<file path="src/rtl/usr_pkg.sv">
// Shared definitions for the shift-register serial link receive side.
package usr_pkg;

  localparam int USR_WIDTH = 4;

  typedef enum logic [1:0] {
    IDLE   = 2'd0,
    DATA   = 2'd1,
    STOP   = 2'd2,
    RESYNC = 2'd3
  } rx_state_t;

endpackage

</file>
<file path="src/rtl/rx_shift_reg.sv">
// Serial-in right-shift register: new bit enters at the MSB, so after WIDTH
// shifts the first (LSB-first) bit lands in bit 0.
module rx_shift_reg
  import usr_pkg::*;
#(
  parameter int WIDTH = USR_WIDTH
) (
  input  logic             clk,
  input  logic             clr_n,
  input  logic             en,
  input  logic             si,
  output logic [WIDTH-1:0] q
);

  always_ff @(posedge clk or negedge clr_n) begin
    if (!clr_n) begin
      q <= '0;
    end else if (en) begin
      q <= {si, q[WIDTH-1:1]};
    end
  end

endmodule

</file>
<file path="src/rtl/usr_serial_rx.sv">
// Serial frame receiver: start bit, WIDTH data bits LSB first, stop bit;
// hands the word off on a valid/ready port with frame-error and overrun pulses.
module usr_serial_rx
  import usr_pkg::*;
#(
  parameter int WIDTH = USR_WIDTH
) (
  input  logic             clk,
  input  logic             clr_n,
  input  logic             si,
  input  logic             sen,
  output logic [WIDTH-1:0] po,
  output logic             out_valid,
  input  logic             out_ready,
  output logic             frame_err,
  output logic             overrun,
  output logic             busy
);

  localparam int CNT_W = $clog2(WIDTH + 1);

  rx_state_t        state, state_next;
  logic [CNT_W-1:0] cnt, cnt_next;
  logic             shift_en;
  logic             word_done;
  logic             stop_bad;
  logic             load;
  logic [WIDTH-1:0] shift_q;

  rx_shift_reg #(.WIDTH(WIDTH)) u_shift (
    .clk   (clk),
    .clr_n (clr_n),
    .en    (shift_en),
    .si    (si),
    .q     (shift_q)
  );

  always_ff @(posedge clk or negedge clr_n) begin
    if (!clr_n) begin
      state <= IDLE;
      cnt   <= '0;
    end else begin
      state <= state_next;
      cnt   <= cnt_next;
    end
  end

  always_comb begin
    state_next = state;
    cnt_next   = cnt;
    shift_en   = 1'b0;
    word_done  = 1'b0;
    stop_bad   = 1'b0;
    if (sen) begin
      case (state)
        IDLE: begin
          if (!si) begin
            state_next = DATA;
            cnt_next   = '0;
          end
        end
        DATA: begin
          shift_en = 1'b1;
          if (cnt == CNT_W'(WIDTH - 1)) begin
            state_next = STOP;
          end else begin
            cnt_next = cnt + CNT_W'(1);
          end
        end
        STOP: begin
          if (si) begin
            word_done  = 1'b1;
            state_next = IDLE;
          end else begin
            stop_bad   = 1'b1;
            state_next = RESYNC;
          end
        end
        RESYNC: begin
          // A line stuck low must go high before a new start bit counts.
          if (si) begin
            state_next = IDLE;
          end
        end
        default: state_next = IDLE;
      endcase
    end
  end

  // A finished word may replace a pending one only when it is consumed this cycle.
  assign load = word_done && (!out_valid || out_ready);

  always_ff @(posedge clk or negedge clr_n) begin
    if (!clr_n) begin
      po        <= '0;
      out_valid <= 1'b0;
      frame_err <= 1'b0;
      overrun   <= 1'b0;
      busy      <= 1'b0;
    end else begin
      if (load) begin
        po        <= shift_q;
        out_valid <= 1'b1;
      end else if (out_valid && out_ready) begin
        out_valid <= 1'b0;
      end
      frame_err <= stop_bad;
      overrun   <= word_done && !load;
      busy      <= (state != IDLE);
    end
  end

endmodule

</file>
<file path="config.mk">
export PLATFORM = sky130hd
export DESIGN_NAME = usr_serial_rx
export DESIGN_NICKNAME = d
export VERILOG_FILES = /design/src/rtl/usr_pkg.sv /design/src/rtl/rx_shift_reg.sv /design/src/rtl/usr_serial_rx.sv
export SDC_FILE = /design/constraint.sdc
export NUM_CORES = 1
export LEC_CHECK = 0
export CAP_MARGIN = 10
export CORE_MARGIN = 5
export CORE_UTILIZATION = 44
export DETAILED_ROUTE_END_ITERATION = 8
export PLACE_DENSITY = 0.71
export SLEW_MARGIN = 10
export SYNTH_ARGS = -nofsm -noshare
export SYNTH_HDL_FRONTEND = slang
export SYNTH_SLANG_ARGS = --single-unit
export TNS_END_PERCENT = 1
</file>
<file path="constraint.sdc">
create_clock -name clk -period 1.5 [get_ports clk]
set_clock_uncertainty 0.05 [all_clocks]
set_input_delay 0.3 -clock clk [delete_from_list [all_inputs] [get_ports clk]]
set_output_delay 0.3 -clock clk [all_outputs]
set_load 0.05 [all_outputs]
</file>
==> results of run 1 <==
## per-stage QoR
stage          cells  worst slack [ps]
6_report          93              55.3
3_5_place_dp      89              -257
3_3_place_gp      89              -201
4_1_cts           93              1.09
5_1_grt           93              9.22
2_1_floorplan     55              81.6
## path summary, 6_finish.rpt
| check | end | slack, ps | depth (start not counted) |
|---|---|---|---|
| min | cnt[2] | 270 | 2 |
| min reg2reg | cnt[2] | 470 | 1 |
| max reg2reg | cnt[1] | 70 | 5 |
| max in group asynchronous | u_shift.q[0] | 940 | 2 |
| min in group clk | cnt[2] | 470 | 1 |
| max | po[3] | 60 | 4 |
## cells by family after synthesis
logic type,after synthesis
AOI/OAI and AO/OA,3
muxes,11
DFF,17
adders and majority gates,2
buffers and inverters,2
and+or+nand+nor,20
## state kept, by name (all words and copies together) (netlist names)
register / flops
state: 2
u_shift.q: 4
out_valid: 1
overrun: 1
po: 4
cnt: 3
busy: 1
frame_err: 1
## repair_timing
action	in CTS	in global routing
endpoints found under the setup margin	0	3
hold buffers	0	0
gates resized for setup	0	3
## cell usage after synthesis, types with 2 or more instances
master,instances,area share [%]
inv_1,2,1.0
nand2_1,7,3.6
nor2_1,4,2.1
mux2_2,11,17
dfrtp_1,17,58
nand2b_1,2,1.7
ha_1,2,3.4
## where the power goes
| part | total [mW] | leakage (nW) | internal, mW | switching, mW |
|---|---|---|---|---|
| sequential | 0.776 | 0.216 | 0.629 | 0.146 |
| combinational | 0.920 | 0.258 | 0.503 | 0.416 |
| clock | 0.241 | 0.0150 | 0.103 | 0.138 |
| total | 1.94 | 0.489 | 1.24 | 0.700 |
## per-layer routing
layer,share of wire [%],vias up
li1,-,235
met1,44,233
met2,49,13
met3,5.4,2
met4,1.5,0
met5,0,-
## layout make-up
type                       count  share of cell area, %
sequential                    17                   41.1
multi-input combinational     36                   30.1
timing repair buffer          18                   23.7
clock buffer                   4                   2.54
tap                           16                   1.93
inverter                       2                  0.725
==> results_dict.tcl, run 1 <==
set metrics [dict create \
    synth_enable_flop_cells 0 \
    clk_latency_ps 290 \
    clock-sinks 17 \
    fin_setup_tns_ps 0 \
    area_growth_pct 41.8 \
    status "finished, final reports clean" \
    insertedDiodeCount 0 \
    synth_cell_types 17 \
    rsz0062_at_grt "false" \
    finalNetCount 85 \
    synth_mux_area_share_pct 17.0 \
    grt_pass1_vias 534 \
    grt_util_all_layers_pct 11.9 \
    relSlewSlack_pct 82.7 \
    synthArstFlopShare_pct 100 \
    io_pins 13 \
    cp_max_fo 4 \
    endpoint_kind "flip-flop" \
    grt.busiest_layer "met2" \
    fin_area_mm2 0.00104 \
    cts-root-buf "clkbuf_4" \
    ys_seq_elements 17 \
    yosys.area_share.xor_xnor_pct 0 \
    period_share_pct 96.3 \
    avgViaCountPerCell 5.19 \
    path_cells "clkdlybuf4s50_1 > nand4b_4 > nor2b_4 > mux2_2" \
    synthCells 55 \
    avgSynthCellArea_um2 13.3 \
    wirelength_um 1250 \
    grt_max_degree 18 \
    crit_path_start_kind "input pin" \
    use_met2_pct 18.0 \
    multiInputGateArea_um2 312 \
    antenna_found_initial 0 \
    grt_use_met3_pct 3.25 \
    postCtsSetupRepairBufs 0 \
    place_hpwl_um 999 \
    core_mm2 0.00154 \
    wl_per_cell_um 13.4 \
    worstMarginPinSlew_ps 260 \
    start_util_pct 47.4 \
    crit_path_start "si" \
    max_clock_freq_mhz 692 \
    fillers 112 \
    num_rows 14 \
    clkTransAtPathRegs_ps 100 \
    r2r_start "cnt[0]" \
    layout_commonest_cell "dfrtp_1" \
    numCtsBuffers 3 \
    first_pass_iters 2 \
    synthSimpleGateAreaFrac_pct 18.2 \
    clk_path_buf_depth 2 \
    drive_gt1_share_pct 44.2 \
    cpMaxStageDelayCell "clkdlybuf4s50_1" \
    syn_area_um2 731 \
    cts_tree "done" \
    period_needed_ps 1440 \
    grt_pass1_wl_um 2330 \
    die_x_um 50.8 \
    ys_seq_area_share_pct 58.2 \
    crit_family "buffers and inverters" \
    globalRoute.totalOverflow 0 \
    hold_slack_ps 272 \
    cpPeakStageDelay_ps 580 \
    port_buffers 12 \
    cap_violations 0 \
    finalPower_mw 1.94 \
    synth_top_family_by_area "simple AND/OR/NAND/NOR gates" \
    hold_viol_final 0 \
    die_h_um 50.8 \
    layout_common_cells "dfrtp_1, mux2_2, buf_12, nand2_1, buf_4" \
    min_path_type "in2async" \
    num_vias 483 \
    crit_buf_inv 1 \
    drcViolationCount 0 \
    ys.flop_type "dfrtp_1" \
    gp_congestion 0.724 \
    post-route-util_pct 67.2 \
    worstSetupPathType "in2reg" \
    grt_use_met1_pct 15.4 \
    p_leak_nw 0.489 \
    powerDensity_mw_per_mm2 1870 \
    setup-violations-final 0 \
    yosys_warnings 0 \
    final-seq-area_um2 425 \
    dpl-instance-area_um2 996 \
    ant_nets 0 \
    ir_drop_mv 0.998 \
    synth_fa_ha_area_share_pct 3.42 \
    cp.required_ps 1630 \
    drtIter0Drc 3 \
    synth_nets 62 \
    die_area_mm2 0.00258 \
    synth_compound_gate_area_share_pct 2.23 \
    drv_slew 0 \
    worstPathArrival_ps 1570 \
    h-tree-depth 1 \
]
No activity file was read; power rests on OpenSTA's default activity.
==> run 2, diff against run 1 <==
TNS_END_PERCENT = default   (was 1)
==> results of run 2 <==
The final DEF is identical to that of run 1; final timing and power are the same.
==> run 3, diff against run 2 <==
REMOVE_ABC_BUFFERS = 1   (was default)
SKIP_LAST_GASP = 1   (was default)
==> results of run 3 <==
The final DEF is identical to that of run 1; final timing and power are the same.
